## src/rtl/hdlc_mon_pkg.sv

```systemverilog
// Shared types and constants for the HDLC line monitor: FSM states,
// window patterns and readback select codes.
package hdlc_mon_pkg;

  typedef enum logic {
    HUNT = 1'b0,
    OPEN = 1'b1
  } state_e;

  localparam logic [7:0] FLAG_PAT  = 8'h7E;
  localparam logic [7:0] ABORT_PAT = 8'h7F;

  localparam logic [1:0] RD_FRAME_CNT   = 2'd0;
  localparam logic [1:0] RD_ERR_CNT     = 2'd1;
  localparam logic [1:0] RD_FRAME_BYTES = 2'd2;
  localparam logic [1:0] RD_STATUS      = 2'd3;

endpackage

```

## src/rtl/hdlc_mon_chan.sv

```systemverilog
// Single-channel HDLC line watcher: 8-bit window, flag/abort detection,
// destuffed bit counting, frame delimiting and saturating statistics.
module hdlc_mon_chan
  import hdlc_mon_pkg::*;
#(
  parameter int MAX_BYTES = 128,
  parameter int CNT_W     = 16
) (
  input  logic             i_clk,
  input  logic             i_rst_n,
  input  logic             i_line,
  input  logic             i_bit_en,
  input  logic             i_clr_cnt,
  output logic             o_flag_detect,
  output logic             o_abort_detect,
  output logic             o_frame_done,
  output logic             o_err_align,
  output logic             o_err_abort,
  output logic             o_err_overflow,
  output logic             o_idle,
  output logic             o_in_frame,
  output logic [CNT_W-1:0] o_frame_cnt,
  output logic [CNT_W-1:0] o_err_cnt,
  output logic [CNT_W-1:0] o_frame_bytes
);

  localparam int              BC_W      = $clog2(8*MAX_BYTES+8) + 1;
  localparam logic [BC_W-1:0] BC_LIMIT  = BC_W'(8*MAX_BYTES+8);
  localparam logic [BC_W-1:0] FLAG_BITS = BC_W'(7);

  logic [7:0]       r_window;
  logic [3:0]       r_ones;
  logic [BC_W-1:0]  r_bitcnt;
  state_e           r_state;
  logic [CNT_W-1:0] r_frame_cnt;
  logic [CNT_W-1:0] r_err_cnt;
  logic [CNT_W-1:0] r_frame_bytes;
  logic r_flag, r_abort, r_done, r_err_align, r_err_abort, r_err_ovf;
  logic r_idle, r_in_frame;

  logic [7:0]      w_window_next;
  logic [3:0]      w_ones_next;
  logic [BC_W-1:0] w_bitcnt_next;
  logic [BC_W-1:0] w_bitcnt_inc;
  logic [BC_W-1:0] w_data_bits;
  state_e          w_state_next;
  logic w_stuffed, w_flag, w_abort, w_done, w_err_align, w_err_abort, w_err_ovf;
  logic w_frame_inc, w_err_inc;

  always_comb begin
    w_window_next = r_window;
    w_ones_next   = r_ones;
    w_bitcnt_next = r_bitcnt;
    w_state_next  = r_state;
    w_stuffed     = 1'b0;
    w_flag        = 1'b0;
    w_abort       = 1'b0;
    w_done        = 1'b0;
    w_err_align   = 1'b0;
    w_err_abort   = 1'b0;
    w_err_ovf     = 1'b0;
    w_frame_inc   = 1'b0;
    w_err_inc     = 1'b0;
    w_bitcnt_inc  = r_bitcnt + BC_W'(1);
    // Bits counted since the opening flag include the closing flag's first seven
    w_data_bits   = r_bitcnt - FLAG_BITS;

    if (i_bit_en) begin
      w_window_next = {r_window[6:0], i_line};
      if (i_line) begin
        w_ones_next = (r_ones == 4'd15) ? r_ones : r_ones + 4'd1;
      end else begin
        w_ones_next = 4'd0;
      end
      w_stuffed = !i_line && (r_ones == 4'd5);

      if (w_window_next == FLAG_PAT) begin
        w_flag = 1'b1;
        if (r_state == OPEN && r_bitcnt > FLAG_BITS) begin
          if (w_data_bits[2:0] == 3'd0) begin
            w_done      = 1'b1;
            w_frame_inc = 1'b1;
          end else begin
            w_err_align = 1'b1;
            w_err_inc   = 1'b1;
          end
        end
        w_bitcnt_next = '0;
        w_state_next  = OPEN;
      end else if (w_window_next == ABORT_PAT) begin
        w_abort = 1'b1;
        if (r_state == OPEN && r_bitcnt > BC_W'(8)) begin
          w_err_abort = 1'b1;
          w_err_inc   = 1'b1;
        end
        w_state_next = HUNT;
      end else if (r_state == OPEN && !w_stuffed) begin
        w_bitcnt_next = w_bitcnt_inc;
        if (w_bitcnt_inc == BC_LIMIT) begin
          w_err_ovf    = 1'b1;
          w_err_inc    = 1'b1;
          w_state_next = HUNT;
        end
      end
    end
  end

  always_ff @(posedge i_clk) begin
    if (!i_rst_n) begin
      r_window      <= '0;
      r_ones        <= '0;
      r_bitcnt      <= '0;
      r_state       <= HUNT;
      r_frame_cnt   <= '0;
      r_err_cnt     <= '0;
      r_frame_bytes <= '0;
      r_flag        <= 1'b0;
      r_abort       <= 1'b0;
      r_done        <= 1'b0;
      r_err_align   <= 1'b0;
      r_err_abort   <= 1'b0;
      r_err_ovf     <= 1'b0;
      r_idle        <= 1'b0;
      r_in_frame    <= 1'b0;
    end else begin
      r_window    <= w_window_next;
      r_ones      <= w_ones_next;
      r_bitcnt    <= w_bitcnt_next;
      r_state     <= w_state_next;
      r_flag      <= w_flag;
      r_abort     <= w_abort;
      r_done      <= w_done;
      r_err_align <= w_err_align;
      r_err_abort <= w_err_abort;
      r_err_ovf   <= w_err_ovf;
      r_idle      <= (w_ones_next >= 4'd8);
      r_in_frame  <= (w_state_next == OPEN);
      if (w_done) begin
        r_frame_bytes <= CNT_W'(w_data_bits >> 3);
      end
      // Clear takes precedence over any increment in the same cycle
      if (i_clr_cnt) begin
        r_frame_cnt <= '0;
        r_err_cnt   <= '0;
      end else begin
        if (w_frame_inc && r_frame_cnt != '1) r_frame_cnt <= r_frame_cnt + CNT_W'(1);
        if (w_err_inc && r_err_cnt != '1)     r_err_cnt   <= r_err_cnt + CNT_W'(1);
      end
    end
  end

  assign o_flag_detect  = r_flag;
  assign o_abort_detect = r_abort;
  assign o_frame_done   = r_done;
  assign o_err_align    = r_err_align;
  assign o_err_abort    = r_err_abort;
  assign o_err_overflow = r_err_ovf;
  assign o_idle         = r_idle;
  assign o_in_frame     = r_in_frame;
  assign o_frame_cnt    = r_frame_cnt;
  assign o_err_cnt      = r_err_cnt;
  assign o_frame_bytes  = r_frame_bytes;

endmodule

```

## src/rtl/hdlc_line_monitor.sv

```systemverilog
// Multi-channel HDLC line monitor: one watcher per tapped line plus a
// registered statistics readback mux.
module hdlc_line_monitor
  import hdlc_mon_pkg::*;
#(
  parameter int CHANNELS  = 2,
  parameter int MAX_BYTES = 128,
  parameter int CNT_W     = 16
) (
  input  logic                i_clk,
  input  logic                i_rst_n,
  input  logic [CHANNELS-1:0] i_line,
  input  logic [CHANNELS-1:0] i_bit_en,
  input  logic                i_clr_cnt,
  input  logic [2:0]          i_rd_ch,
  input  logic [1:0]          i_rd_sel,
  output logic [CNT_W-1:0]    o_rd_data,
  output logic [CHANNELS-1:0] o_flag_detect,
  output logic [CHANNELS-1:0] o_abort_detect,
  output logic [CHANNELS-1:0] o_frame_done,
  output logic [CHANNELS-1:0] o_err_align,
  output logic [CHANNELS-1:0] o_err_abort,
  output logic [CHANNELS-1:0] o_err_overflow,
  output logic [CHANNELS-1:0] o_idle,
  output logic [CHANNELS-1:0] o_in_frame
);

  // Readback arrays span all eight selectable channels; absent ones read as zero
  logic [CNT_W-1:0] w_frame_cnt   [8];
  logic [CNT_W-1:0] w_err_cnt     [8];
  logic [CNT_W-1:0] w_frame_bytes [8];
  logic [7:0]       w_idle;
  logic [7:0]       w_in_frame;
  logic [CNT_W-1:0] w_rd_next;
  logic [CNT_W-1:0] r_rd_data;

  genvar gi;
  generate
    for (gi = 0; gi < 8; gi++) begin : g_ch
      if (gi < CHANNELS) begin : g_live
        hdlc_mon_chan #(
          .MAX_BYTES (MAX_BYTES),
          .CNT_W     (CNT_W)
        ) u_chan (
          .i_clk          (i_clk),
          .i_rst_n        (i_rst_n),
          .i_line         (i_line[gi]),
          .i_bit_en       (i_bit_en[gi]),
          .i_clr_cnt      (i_clr_cnt),
          .o_flag_detect  (o_flag_detect[gi]),
          .o_abort_detect (o_abort_detect[gi]),
          .o_frame_done   (o_frame_done[gi]),
          .o_err_align    (o_err_align[gi]),
          .o_err_abort    (o_err_abort[gi]),
          .o_err_overflow (o_err_overflow[gi]),
          .o_idle         (w_idle[gi]),
          .o_in_frame     (w_in_frame[gi]),
          .o_frame_cnt    (w_frame_cnt[gi]),
          .o_err_cnt      (w_err_cnt[gi]),
          .o_frame_bytes  (w_frame_bytes[gi])
        );
      end else begin : g_none
        assign w_frame_cnt[gi]   = '0;
        assign w_err_cnt[gi]     = '0;
        assign w_frame_bytes[gi] = '0;
        assign w_idle[gi]        = 1'b0;
        assign w_in_frame[gi]    = 1'b0;
      end
    end
  endgenerate

  assign o_idle     = w_idle[CHANNELS-1:0];
  assign o_in_frame = w_in_frame[CHANNELS-1:0];

  always_comb begin
    w_rd_next = '0;
    case (i_rd_sel)
      RD_FRAME_CNT:   w_rd_next = w_frame_cnt[i_rd_ch];
      RD_ERR_CNT:     w_rd_next = w_err_cnt[i_rd_ch];
      RD_FRAME_BYTES: w_rd_next = w_frame_bytes[i_rd_ch];
      RD_STATUS:      w_rd_next = {{(CNT_W-2){1'b0}}, w_in_frame[i_rd_ch], w_idle[i_rd_ch]};
      default:        w_rd_next = '0;
    endcase
  end

  always_ff @(posedge i_clk) begin
    if (!i_rst_n) begin
      r_rd_data <= '0;
    end else begin
      r_rd_data <= w_rd_next;
    end
  end

  assign o_rd_data = r_rd_data;

endmodule

```

## config.mk

```make
export PLATFORM = sky130hd
export DESIGN_NAME = hdlc_line_monitor
export DESIGN_NICKNAME = d
export VERILOG_FILES = /design/src/rtl/hdlc_mon_pkg.sv /design/src/rtl/hdlc_mon_chan.sv /design/src/rtl/hdlc_line_monitor.sv
export SDC_FILE = /design/constraint.sdc
export NUM_CORES = 1
export LEC_CHECK = 0
export ABC_AREA = 1
export BUFFER_PORTS_ARGS = -buffer_cell sky130_fd_sc_hd__buf_4
export CORE_ASPECT_RATIO = 0.5
export CORE_MARGIN = 2
export CORE_UTILIZATION = 55
export CTS_CLUSTER_DIAMETER = 120
export DETAILED_ROUTE_END_ITERATION = 12
export GPL_ROUTABILITY_DRIVEN = 0
export GPL_TIMING_DRIVEN = 0
export HOLD_SLACK_MARGIN = 0.1
export PLACE_DENSITY = 0.7
export SYNTH_ARGS = -nofsm -noshare
export SYNTH_HDL_FRONTEND = slang
export SYNTH_SLANG_ARGS = --single-unit
```

## constraint.sdc

```tcl
create_clock -name i_clk -period 2.2 [get_ports i_clk]
set_input_delay 0.11 -clock i_clk [delete_from_list [all_inputs] [get_ports i_clk]]
set_output_delay 0.11 -clock i_clk [all_outputs]
set_load 0.01 [all_outputs]
```

==> summary.txt <==
Floorplanning
  • Rows: 32
  • IO Count: 44
  • Height of the chip: around 94 um
  • Die width: between 150 and 200 um
  • Die ar.: 17100 um^2
  • Initial Utilization: 0.568
  • CORE AREA: 15500 um^2

Worst setup path
  • CP required: 2.56 ns
  • Crit-path max FO: 8
  • Reg2reg path depth: 14
  • Critical Path Sink Type: flop
  • Critical path class: flop to flop
  • Critical Path Source Type: flop
  • Crit path DAT: between 2 and 3 ns

Logic synthesis
  • Syn nets: approximately 1400
  • Sequential share of the synthesized area: 0.361
  • Yosys Warn Count: 0
  • Share of synthesized flip-flops with an asynchronous set or reset: 0
  • Top FF cell, synth: dfxtp_1
  • Top cells by area, synth: dfxtp_1, nand2_1, inv_1
  • Post-synth top area share: 0.361
  • Post-Syn Area: slightly below 9000 um^2
  • Mean Syn Cell Area: between 6 and 7 um^2
  • Cell taking the most area after synthesis: dfxtp_1
  • Yosys reg bits: 159
  • Synth cell types: 44
  • Gate count after technology mapping: roughly 1300
  • Number of synthesized flops with an enable pin: 0

Finish
  • Area Overhead vs Synth: 23.8%
  • Cell Count, Final, Fillers Out: ~1700
  • Share of layout cells above drive strength 1: 0.195
  • Most frequent cells in the layout: nand2_1, inv_1, nor2_1
  • Commonest non-fill, non-tap cell in the layout: nand2_1
  • Post-route cell area: 10900 um^2
  • Nets: approximately 1500

STA
  • Hold Violations, Final: 0
  • Final worst-path cycle share: 1.01
  • Highest clock rate: between 400 and 500 MHz
  • Skew final: roughly 0.013 ns
  • Final setup violation count: 10
  • Unrepaired setup endpoints after global routing: true
  • Slew Viols, Final: 0
  • Setup TNS: -0.138 ns
  • Final Critical Period: 2.23 ns
  • Relative slew slack: 0.502
  • Slew at the pin with the worst max-slew slack: 0.747 ns
  • Setup WS post-layout: -0.0311 ns

CTS
  • TritonCTS Buffers: 17
  • H-tree depth: 4
  • TritonCTS clock tree: built
  • Clk slew on worst S/H paths: about 0.07 ns
  • Maximum buffer depth of the clock tree: 2
  • Clock root buffer: clkbuf_16
  • Clk Latency, worst-skew pair: approximately 0.43 ns
  • CTS Sinks: about 160

Routing
  • Post-DRT Antenna Nets: 0
  • Vias per cell: around 5.7
  • WL final: 27400 um
  • Wire per inst: 16.5 um
  • Detailed Routing Iterations Pass 1: 6
  • Number of remaining DRC errors: 0
  • Drt first-iter violations: about 860
  • DR vias: 9478

GRT
  • Grt ovf: 0
  • Pin count of the biggest net entering global routing: 17
  • Initial antenna violation count: 1
  • First-pass GRT wire length: about 42000 um
  • Vias in the first global route: around 8400
  • Total GRT Usage: 0.316

Run
  • Max-cap violation count: 0

Placed design
  • # port buffers: just over 40
  • Placed inst area: around 9400 um^2
  • HPWL Detailed: 19400 um
  • Placed cell count: 1592

Run status
  • Outcome: finished, violations left
  • Failing checks: setup timing

Pwr
  • P_leak: between 4 and 5 nW
  • PD cells: slightly below 600 nW/um^2
  • Max VDD drop: 534 uV

Worst hold path
  • Hold path cells: 4
  • Hold crit path type: input port to flop
[through the flow]
step	setup slack [ns]	total power, mW	hold slack [ns]	utilization
finish	-0.0311	6.51	0.112	0.703
global route	-0.157	6.69	0.138	0.703
CTS	-0.00335	6.51	0.103	0.661
detailed placement	-0.471	3.24	0.436	0.604
global placement	-0.434	3.23	0.427	0.604
floorplan	0.216	3.14	0.273	-
[sequential cells by signal, indices dropped and copies added, names as in the netlist, 4 cells and up, named ones only]
signal,count
g_ch.g_live.u_chan.o_err_cnt,32
g_ch.g_live.u_chan.o_frame_bytes,18
g_ch.g_live.u_chan.o_frame_cnt,32
g_ch.g_live.u_chan.r_bitcnt,24
g_ch.g_live.u_chan.r_ones,4
g_ch.g_live.u_chan.r_window,14
o_rd_data,16
[power by group]
group	internal (mW)	switching, mW	total, mW	leakage (nW)
sequential	2.89	0.0155	2.91	1.30
clock	2.05	1.28	3.33	0.305
combinational	0.0748	0.202	0.277	2.76
[critical path, cell delays in order, from the launching register on]
cell and delay [ns]:
dfxtp_4 0.38, ha_4 0.19, nand3_1 0.14, xor2_2 0.21, nand3_2 0.12, nor3_2 0.20
nand3_1 0.13, nand2_1 0.10, nand2_2 0.10, nand2_8 0.14, clkbuf_16 0.17, nand3_2 0.06
nand2_1 0.10, inv_1 0.04, nor2_1 0.08
[cell usage after synthesis, types with 3 or more instances]
cell type and count:
a211oi_1 6, a21oi_1 94, a221oi_1 6, a22oi_1 5, a31oi_1 8, buf_1 3, buf_2 6, buf_4 16
clkbuf_1 30, clkinv_1 4, dfxtp_1 159, ha_1 14, inv_1 177, inv_2 5, nand2_1 301, nand2_2 14
nand3_1 87, nand4_1 38, nor2_1 167, nor2_2 10, nor2_4 4, nor3_1 34, nor4_1 12, o211ai_1 10
o21ai_0 83, o21ai_1 3, o22ai_1 4, xnor2_1 4, xor2_1 21
[cell type report]
type	instances	area [um^2]
fillers	1346	4610
plain buffers	57	327
multi-input cells	945	5130
flip-flops and latches	159	3230
diodes	1	2.50
clock inverters	13	211
clock buffers	18	439
inverters	186	701
repair buffers	76	626
well taps	204	255
[metal layers]
metal / global-route usage / up-vias / share of wire
li1: - / 4567 / -
met3: 0.0701 / 70 / 0.10
met1: 0.429 / 4391 / 0.43
met5: 0 / - / 0
met4: 0.111 / 0 / 0.026
met2: 0.496 / 450 / 0.44
[timing repair]
action,4_1_cts,5_1_grt
cloned,0,3
resized for setup,35,127
buffers inserted,10,20
pin swaps,6,53
hold buffers,2,0
setup endpoints to repair,69,79
endpoints found under the hold margin,5,0
[worst paths after layout]
path / startpoint / to / slack (ns)
max: g_ch[0].g_live.u_chan.r_bitcnt[1] / g_ch[0].g_live.u_chan.o_err_cnt[15] / -0.03
max reg2reg: g_ch[0].g_live.u_chan.r_bitcnt[1] / g_ch[0].g_live.u_chan.o_err_cnt[15] / -0.03
min reg2reg: g_ch[0].g_live.u_chan.o_frame_bytes[3] / g_ch[0].g_live.u_chan.o_frame_bytes[3] / 0.46
min: i_clr_cnt / g_ch[0].g_live.u_chan.o_frame_cnt[1] / 0.11
[cell families after synthesis]
family,share of synthesized area
AO/OA/AOI/OAI,0.141
XOR/XNOR,0.0248
adder cells (fa/ha/maj),0.0199
buffers and inverters,0.113
flip-flops,0.361
AND/OR/NAND/NOR,0.340
Power figures use the tool's default switching activity.
